## config.mk

```make
export PLATFORM = sky130hd
export DESIGN_NAME = uart_rx
export DESIGN_NICKNAME = d
export VERILOG_FILES = /design/src/rtl/uart_rx.sv
export SDC_FILE = /design/constraint.sdc
export NUM_CORES = 1
export LEC_CHECK = 0
export ABC_AREA = 1
export CORE_ASPECT_RATIO = 0.6
export CORE_MARGIN = 2
export CORE_UTILIZATION = 45
export CTS_CLUSTER_DIAMETER = 80
export DETAILED_ROUTE_END_ITERATION = 7
export PLACE_DENSITY = 0.65
export SKIP_CTS_REPAIR_TIMING = 1
export SLEW_MARGIN = 20
export SYNTH_ARGS = -nofsm -noshare
export SYNTH_HDL_FRONTEND = slang
export SYNTH_SLANG_ARGS = --single-unit
```

## constraint.sdc

```tcl
create_clock -name clk -period 2.2 [get_ports clk]
set_input_delay 0.44 -clock clk [delete_from_list [all_inputs] [get_ports clk]]
set_output_delay 0.44 -clock clk [all_outputs]
set_load 0.005 [all_outputs]
```

## src/rtl/uart_rx.sv

```systemverilog
// uart_rx: 8N1 serial receiver with mid-bit sampling, framing/overrun flags
// and a small first-word-fall-through byte FIFO.
// Optional 8E1 mode with a parity check when UART_RX_PARITY_EN is defined.
// Ports:
//   clk        system clock
//   rst        synchronous active-low reset
//   rx_pin     asynchronous serial input, idle high
//   rx_byte    FIFO head, valid while rx_ready is 1
//   rx_ready   FIFO non-empty
//   rx_rd      pop request, ignored while the FIFO is empty
//   frame_err  one-cycle pulse when the stop bit is sampled low
//   parity_err one-cycle pulse on parity mismatch (0 without the macro)
//   overrun    one-cycle pulse when a completed byte is dropped on a full FIFO
module uart_rx #(
    parameter int CLKS_PER_BIT = 868,
    parameter int FIFO_DEPTH   = 4
) (
    input  logic       clk,
    input  logic       rst,
    input  logic       rx_pin,
    output logic [7:0] rx_byte,
    output logic       rx_ready,
    input  logic       rx_rd,
    output logic       frame_err,
    output logic       parity_err,
    output logic       overrun
);

    localparam int CW = $clog2(CLKS_PER_BIT);
    localparam int AW = $clog2(FIFO_DEPTH);
    localparam logic [CW-1:0] HALF = CW'(CLKS_PER_BIT / 2 - 1);
    localparam logic [CW-1:0] LAST = CW'(CLKS_PER_BIT - 1);

    typedef enum logic [2:0] {
        IDLE      = 3'd0,
        START     = 3'd1,
        DATA      = 3'd2,
`ifdef UART_RX_PARITY_EN
        PARITY    = 3'd3,
`endif
        STOP      = 3'd4,
        WAIT_HIGH = 3'd5
    } state_t;

    state_t          state, state_n;
    logic            sync1, rxs;
    logic [CW-1:0]   cnt, cnt_n;
    logic [2:0]      bidx, bidx_n;
    logic [7:0]      shreg, shreg_n;
    logic            bad, bad_n;
    logic            push, fe;
`ifdef UART_RX_PARITY_EN
    logic            pe;
`endif

    logic [7:0]      mem [FIFO_DEPTH];
    logic [AW:0]     wr_ptr, rd_ptr;
    logic            empty, full, push_g, do_pop, do_wr;

    always_comb begin
        state_n = state;
        cnt_n   = cnt + 1'b1;
        bidx_n  = bidx;
        shreg_n = shreg;
        bad_n   = bad;
        push    = 1'b0;
        fe      = 1'b0;
`ifdef UART_RX_PARITY_EN
        pe      = 1'b0;
`endif
        unique case (state)
            IDLE: begin
                cnt_n = '0;
                if (!rxs) begin
                    state_n = START;
                    bad_n   = 1'b0;
                end
            end
            START: begin
                if (cnt == HALF) begin
                    cnt_n   = '0;
                    bidx_n  = '0;
                    // a start bit that is high again at mid-bit is a glitch
                    state_n = rxs ? IDLE : DATA;
                end
            end
            DATA: begin
                if (cnt == LAST) begin
                    cnt_n   = '0;
                    shreg_n = {rxs, shreg[7:1]};
                    bidx_n  = bidx + 3'd1;
                    if (bidx == 3'd7) begin
`ifdef UART_RX_PARITY_EN
                        state_n = PARITY;
`else
                        state_n = STOP;
`endif
                    end
                end
            end
`ifdef UART_RX_PARITY_EN
            PARITY: begin
                if (cnt == LAST) begin
                    cnt_n   = '0;
                    state_n = STOP;
                    if (rxs != ^shreg) begin
                        pe    = 1'b1;
                        bad_n = 1'b1;
                    end
                end
            end
`endif
            STOP: begin
                if (cnt == LAST) begin
                    cnt_n = '0;
                    if (rxs) begin
                        // back to IDLE half a bit early so a
                        // directly following start bit is caught
                        push    = !bad;
                        state_n = IDLE;
                    end else begin
                        fe      = 1'b1;
                        state_n = WAIT_HIGH;
                    end
                end
            end
            WAIT_HIGH: begin
                // a held-low line (break) reports only one frame_err
                cnt_n = '0;
                if (rxs) state_n = IDLE;
            end
            default: state_n = IDLE;
        endcase
    end

    always_ff @(posedge clk) begin
        if (!rst) begin
            sync1 <= 1'b1;
            rxs   <= 1'b1;
            state <= IDLE;
            cnt   <= '0;
            bidx  <= '0;
            shreg <= '0;
            bad   <= 1'b0;
        end else begin
            sync1 <= rx_pin;
            rxs   <= sync1;
            state <= state_n;
            cnt   <= cnt_n;
            bidx  <= bidx_n;
            shreg <= shreg_n;
            bad   <= bad_n;
        end
    end

    // pointer MSB tells full from empty when the index bits match
    assign empty  = (wr_ptr == rd_ptr);
    assign full   = (wr_ptr[AW] != rd_ptr[AW]) &&
                    (wr_ptr[AW-1:0] == rd_ptr[AW-1:0]);
    assign push_g = push & rst;
    assign do_pop = rx_rd & ~empty & rst;
    assign do_wr  = push_g & (~full | do_pop);

    always_ff @(posedge clk) begin
        if (!rst) begin
            wr_ptr <= '0;
            rd_ptr <= '0;
        end else begin
            if (do_wr)  wr_ptr <= wr_ptr + 1'b1;
            if (do_pop) rd_ptr <= rd_ptr + 1'b1;
        end
    end

    always_ff @(posedge clk) begin
        if (do_wr) mem[wr_ptr[AW-1:0]] <= shreg;
    end

    assign rx_byte   = mem[rd_ptr[AW-1:0]];
    assign rx_ready  = ~empty;
    assign frame_err = fe & rst;
    assign overrun   = push_g & full & ~do_pop;
`ifdef UART_RX_PARITY_EN
    assign parity_err = pe & rst;
`else
    assign parity_err = 1'b0;
`endif

endmodule
```

After elaboration in Yosys (flattened, before gate mapping):

Memories as Yosys holds them, arrays and structs flattened. A register that Yosys moved wholly into a read port is not among the register bits.
Index checks and enable logic that the tools add are counted.

* memories: 1
* RAM bits: 32
* output and inout port bits: 12
* flip-flop bits (word level): 32
* input bits: 4
* word-level logic and storage cells: 73

* mux-type cells: 25
* bitwise logic cells: 11
* $add $sub $neg: 4
* reduce and logical (&&, ||, !) cells: 8
* equality and inequality tests: 16

Memory list
* mem: words 4, width 8, rd ports 1, clocked after memory_dff 1, write ports 1, line 56 `logic [7:0] mem [FIFO_DEPTH];`

Operators by type and width (count)
* $pmux W10 S3: 1
* $mux W3: 9
* $mux W10: 2
* $pmux W3 S5: 1
* $ne A2 B2 Y1 const B: 6
* $add A10 B1 Y10 const B: 1
* $eq A10 B10 Y1 const B: 1
* $eq A10 B9 Y1 const B: 1
* $add A3 B1 Y3 const B: 3
* $eq A3 B3 Y1 const B: 3
* $mux W1: 8
* $and A1 B1 Y1: 7
* $mux W2: 3
* $pmux W3 S2: 1
* $reduce_and A6 Y1: 1
* $reduce_or A2 Y1: 2
* $eq A3 B1 Y1 const B: 1
* $eq A3 B2 Y1 const B: 1
* $eq A3 B3 Y1: 1
* $logic_not A3 Y1: 1
* $not A1 Y1: 3
* $reduce_and A3 Y1: 1
* $eq A2 B2 Y1: 1
* $reduce_and A2 Y1: 1
* 4 further kinds: 4

Longest topological paths before layout:

Gate-level depths: netlist (run 1).

* depth in word-level cells: 8
* gate-level depth with buffers: 10
* mapped depth without buffers: 10

Worst setup path before layout (run 1):

Ideal clock, no wire load.

* path type: register -> register
* from: register cnt[0]
* to: memory mem[0][0] (enable)
* setup time: 0.371 ns
* path slack: 0.292 ns
* cell stages (with the launch flop): 8
* required time: 1.829 ns
* period minus slack after synthesis: 1.908 ns
* data arrival time: 1.537 ns
* buffers on the path: 0
* cell sequence: dfxtp_1 ha_1 nand2_1 nor3_1 nand3_1 nor2_1 nand4_1 nor2_1

* longest elaborated chain between the ends: 7

RTL lines
* from (decl): line 47 `logic [CW-1:0] cnt, cnt_n;`
* from (signal assigned): line 149 `cnt <= cnt_n;`
* $eq A10 B10 Y1: line 114 `if (cnt == LAST) begin`
* $mux W1: line 114
* $mux W1: line 71 `unique case (state)`
* $and A1 B1 Y1: line 160 `assign push_g = push & rst;`
* $and A1 B1 Y1: line 162 `assign do_wr = push_g & (~full | do_pop);`
* $mux W1: line 175 `if (do_wr) mem[wr_ptr[AW-1:0]] <= shreg;`
* $mux W1 (not written as such): line 175
* to (decl): line 56

No other way between the ends.

Final worst setup path (run 1):

* from: register cnt[0]
* to: output port overrun

* longest elaborated chain between the ends: 6

RTL lines
* $eq A10 B10 Y1: line 114
* $mux W1: line 114
* $mux W1: line 71
* $and A1 B1 Y1: line 160
* $and A1 B1 Y1 (2 in series): line 181 `assign overrun = push_g & full & ~do_pop;`
* to (decl): line 26 `output logic overrun`

No other way between the ends.

==> flow_summary.toml, run 1 <==
[synthesis]
synthArstFlopShare_pct = 0
synth_edf_count = 32
synth_seq_cells = 66
synth.avg_cell_area_sq_um = 9.39
synthesis.area_sq_mm = 0.00290
synth-seq-area-share_pct = 56.6
syn_inst = 309
ys_warn_count = 0
syn-num-nets = 322
synthFlopType = "dfxtp_1"
ys_types = 30

[die]
ioPinCount = 16
fp.dieH_um = 66.2
die_w_um = 108
coreArea_sq_mm = 0.00617
die-area_sq_mm = 0.00712
num_rows = 22
start_util_pct = 47.0

[sta]
holdWs_ns = 0.416
tns_ns = -0.0191
max_freq_mhz = 451
finalHoldViolations = 0
fin_worst_skew_ns = 0.0107
layout_setup_ws_ns = -0.0191
setup_viol = 1
slew_violations = 0
min_period_ns = 2.22
fin_crit_sh_pct = 101
rsz0062_at_grt = "true"

[cells_and_area]
design_area_sq_mm = 0.00367
syn2layout_area_growth_pct = 26.5
fin_util_pct = 59.5
drive_gt1_share_pct = 21.8
diodes = 0
nets = 371

[drt]
final_antenna_net_count = 0
drt_pass1_iterations = 5
drt_iter0_markers = 169
finalWirelength_mm = 5.88
vias = 2199
route.detailed.drc = 0
avgRoutedWirePerCell_um = 13.2
viasPerCell = 4.92

[worst_setup_path]
critPathBufInv = 2
cp-start-kind = "flop"
end_kind = "primary output"
slowest_delay_ns = 0.33
crit_type = "flop to primary output"
worstPathMaxFanout = 2
regToRegSetupSlack_ns = 0.20
arrival_ns = 1.78
critical-path-slowest-cell = "dfxtp_2"
path_cells = "ha_2 -> nand2_1 -> nor3_2 -> nand3_2 -> buf_4 -> nor2_2 -> nand3_1 -> nor2_2 -> clkbuf_2"
crit_top_cell = "nor2_2"
cp.required_ns = 1.76
crit_family = "simple AND/OR/NAND/NOR gates"

[min_path]
hp-class = "flop to flop"

[flow_run]
cap_violations = 0

[clock_tree]
root_buffer = "clkbuf_8"
tritoncts = "yes"
cts.sinks = 66
clk_latency_ns = 0.34
cts-htree-levels = 3
numCtsBuffers = 9
clock_path_buffers = 2
cts.clk_slew.worst_paths_ns = 0.07

[place]
portBuffers = 14
dpl_cell_area_sq_mm = 0.00330
place_hpwl_mm = 4.09
place_congestion = 0.888

[global_routing]
grt_pass1_vias = 2024
grt_start_max_net_pins = 20
grt_overflow_total = 0
grt_pass1_wl_mm = 9.60
antenna_found_initial = 0
grt_use_total_pct = 17.9

[power]
irDropWorstVdd_v = 0.000450
cellPowerDensity_mw_per_mm2 = 815
p_leak_uw = 0.00167

[status]
violations = "setup timing"
status = "complete, but fails checks"
==> state kept, by name, indices dropped and copies added, names as in the netlist, named ones only <==
| register | count |
|---|---|
| cnt | 10 |
| state | 3 |
| rxs | 1 |
| mem | 32 |
| shreg | 8 |
| wr_ptr | 3 |
| bidx | 3 |
| sync1 | 1 |
| rd_ptr | 3 |
==> final timing paths <==
kind / to / start / depth (start not counted)
max: overrun / cnt[0] / 9
min: rxs / sync1 / 1
max reg2reg: mem[0][0] / cnt[0] / 10
min reg2reg: rxs / sync1 / 1
==> power by group <==
| part | internal, uW | switching (uW) |
|---|---|---|
| Clock | 762 | 497 |
| Sequential | 1310 | 31.8 |
| Combinational | 147 | 244 |
==> per-layer routing <==
layer	wire length, um	global-route usage (%)	share of wire [%]
met1	3300	27.4	56
met2	2240	24.0	38
met3	331	5.71	5.6
met4	18	4.49	0.31
met5	0	0	0
==> cell families after synthesis <==
group | synth area share [%]
XOR/XNOR | 3.02
buffers and inverters | 5.91
adder cells (fa/ha/maj) | 3.88
AND/OR/NAND/NOR | 19.7
AO/OA/AOI/OAI | 10.7
flip-flops | 56.6
other | 0.129
==> metrics by stage <==
step,power (uW),cells,worst slack [ns]
2_1_floorplan,1640,309,0.292
3_3_place_gp,1750,425,-0.160
3_5_place_dp,1750,425,-0.171
4_1_cts,3000,441,-0.409
5_1_grt,3120,447,-0.133
6_report,2990,447,-0.0191
==> layout make-up <==
cell class | count | area (sq um)
inverters | 38 | 146
multi-input cells | 199 | 1110
flip-flops and latches | 66 | 1650
clock inverters | 7 | 124
fillers | 520 | 2500
clock buffers | 9 | 124
well taps | 84 | 105
repair inverters | 1 | 7.51
repair buffers | 43 | 400
==> placed cells by master (no fill, tap or decap) <==
cell type and n:
nor2_1 39, nand2_1 37, inv_1 33, edfxtp_1 32
dfxtp_1 30, buf_4 27, o21ai_0 23, a21oi_1 16
nand3_1 14, o21ai_1 9, clkbuf_8 9, dlymetal6s2s_1 9
xor2_1 8, o22ai_1 8, ha_1 8, nand4_1 7
nor2_2 5, inv_2 4, nor3_2 4, nand3_2 4
clkdlybuf4s50_1 4, clkinvlp_4 3, nand2_2 3, nand3b_1 3
dfxtp_2 3, bufinv_16 3, xnor2_1 2, nor2_4 2
or2_2 2, inv_6 2, buf_12 2, a21oi_2 1
nor3_1 1, a21oi_4 1, ha_2 1, dfxtp_4 1
conb_1 1, clkinv_4 1, clkbuf_2 1
==> cell usage after synthesis, types with 2 or more instances <==
cell,number,area [sq um]
ha_1,9,113
clkbuf_1,2,7.51
o22ai_1,8,50.1
inv_2,2,7.51
xnor2_1,2,17.5
o21ai_0,27,135
buf_2,2,10.0
o21ai_1,5,25.0
nand2_2,3,18.8
or2_2,2,12.5
nor3_1,3,15.0
nand3_2,3,30.0
nor2_4,2,22.5
dfxtp_1,34,681
nor3_2,2,20.0
xor2_1,8,70.1
nand3b_1,3,22.5
nand2_1,37,139
nor2_1,41,154
nor2_2,3,18.8
a21oi_1,17,85.1
edfxtp_1,32,961
nand4_1,7,43.8
inv_1,35,131
nand3_1,15,75.1
No activity file was read; power rests on OpenSTA's default activity.
==> run 2: changes to the inputs <==
--- a/config.mk
+++ b/config.mk
@@ -6,14 +6,18 @@
 export NUM_CORES = 1
 export LEC_CHECK = 0
 export ABC_AREA = 1
+export CELL_PAD_IN_SITES_DETAIL_PLACEMENT = 2
+export CELL_PAD_IN_SITES_GLOBAL_PLACEMENT = 2
 export CORE_ASPECT_RATIO = 0.6
 export CORE_MARGIN = 2
-export CORE_UTILIZATION = 45
+export CORE_UTILIZATION = 39
+export CTS_BUF_LIST = sky130_fd_sc_hd__clkbuf_8
 export CTS_CLUSTER_DIAMETER = 80
 export DETAILED_ROUTE_END_ITERATION = 7
-export PLACE_DENSITY = 0.65
+export PLACE_DENSITY = 0.83
 export SKIP_CTS_REPAIR_TIMING = 1
 export SLEW_MARGIN = 20
 export SYNTH_ARGS = -nofsm -noshare
 export SYNTH_HDL_FRONTEND = slang
 export SYNTH_SLANG_ARGS = --single-unit
+export TNS_END_PERCENT = 20
==> run 2 against run 1 <==
  * The flow still finishes with violations (setup timing)
  * Final cell count increased by 3.1%
  * Flip-flop and latch count unchanged
  * Die area increased by 15%
  * Critical path depth unchanged
  * Cell area decreased by 0.75%
  * Count of clock-buffer cells in the layout unchanged
==> flow_summary.toml, run 2 (synthesis results as in run 1) <==
[sta]
rsz0062_at_grt = "true"
layout_setup_ws_ns = -0.203
fin_worst_skew_ns = 0.0204
setup_viol = 5
tns_ns = -0.208
min_period_ns = 2.40
finalHoldViolations = 0
slew_violations = 0
max_freq_mhz = 416
fin_crit_sh_pct = 109

[cells_and_area]
nets = 365
diodes = 0
multi_input_area_sq_mm = 0.00114
final_common_cell = "nor2_1"
syn2layout_area_growth_pct = 25.6
final_cell_mix = "39 x nor2_1, 36 x inv_1, 36 x nand2_1, 32 x edfxtp_1, 28 x dfxtp_1"
seq_area_sq_mm = 0.00165
drive_gt1_share_pct = 20.4
fin_util_pct = 50.3
largest_reg_flops = 32
num-fill-cells = 763

[worst_setup_path]
crit_family = "simple AND/OR/NAND/NOR gates"
end_kind = "primary output"
startpoint = "cnt[1]"
cp-start-kind = "flop"
critPathBufInv = 2
worstPathMaxFanout = 3
cp.required_ns = 1.76
crit_type = "flop to primary output"
worst_r2r_startpoint = "cnt[1]"
path_cells = "ha_4 -> nand2_4 -> nor3_4 -> nand3_2 -> buf_6 -> nor2_4 -> nand3_1 -> nor2_2 -> clkbuf_2"
arrival_ns = 1.96
slowest_delay_ns = 0.38
critical-path-slowest-cell = "dfxtp_4"

[place]
place_hpwl_mm = 6.75
portBuffers = 14
place_congestion = 0.783

[clock_tree]
cts-htree-levels = 3
cts.clk_slew.worst_paths_ns = 0.09
cts.sinks = 66
tritoncts = "yes"
clock_path_buffers = 2
numCtsBuffers = 9
clk_latency_ns = 0.38
root_buffer = "clkbuf_8"

[die]
start_util_pct = 40.1
die-area_sq_mm = 0.00816
ioPinCount = 16
die_w_um = 115
coreArea_sq_mm = 0.00724
fp.dieH_um = 70.8
num_rows = 24

[global_routing]
antenna_found_initial = 0
grt_use_total_pct = 27.1
grt_pass1_wl_mm = 16.1
grt_pass1_vias = 2807
grt_overflow_total = 0
grt_start_max_net_pins = 20

[flow_run]
cap_violations = 0

[drt]
final_antenna_net_count = 0
drt_iter0_markers = 138
finalWirelength_mm = 11.2
viasPerCell = 5.54
drt_pass1_iterations = 4
vias = 2552
avgRoutedWirePerCell_um = 24.4
route.detailed.drc = 0

[power]
irDropWorstVdd_v = 0.000382
p_leak_uw = 0.00167
cellPowerDensity_mw_per_mm2 = 818

[min_path]
hold_start = "sync1"
hp-class = "flop to flop"

[status]
violations = "setup timing"
status = "complete, but fails checks"
run 2: area by class of cell:
type | instances | share of cell area [%]
clock buffer | 9 | 3.40
clock inverter | 7 | 2.20
inverter | 38 | 4.05
multi-input combinational | 199 | 31.4
sequential | 66 | 45.4
tap | 104 | 3.57
timing repair buffer | 38 | 10.0
run 2: worst reg2reg max path, cell delays in order, from the launching register on:
cell and delay, ns:
dfxtp_4 0.38, ha_4 0.15, nand2_4 0.06, nor3_4 0.18, nand3_2 0.13, buf_6 0.15, nor2_4 0.12, buf_4 0.12
nand4_1 0.18, nor2_1 0.22, buf_6 0.19
run 2: stage by stage:
stage	total power, uW	cell area [sq um]	std cells	hold slack [ns]	setup slack (ns)
3_5_place_dp	1810	3310	443	0.410	-0.300
2_1_floorplan	1640	2900	309	0.393	0.292
4_1_cts	2940	3510	459	0.429	-0.687
3_3_place_gp	1750	3310	443	0.409	-0.115
6_report	2980	3640	461	0.425	-0.203
5_1_grt	3070	3640	461	0.448	-0.281
run 2: per-layer routing:
metal  vias up  global-route usage, %  wire (um)
met5         -                      0          0
li1       1127                      -          -
met2        99                   44.4       5480
met3        35                   8.83        542
met1      1291                   33.3       4830
met4         0                   11.1        383
run 2: report_power, final:
part / internal (uW) / total [uW] / switching (uW)
clock network: 621 / 1130 / 513
registers: 1310 / 1360 / 53.6
logic: 144 / 482 / 338
total: 2080 / 2980 / 904
run 2: final timing paths:
path	to	slack, ns	depth (start not counted)
worst min-delay path	rxs	0.43	1
worst max register to register	mem[2][4]	0	10
worst max-delay path	overrun	-0.20	9
worst min register to register	rxs	0.43	1
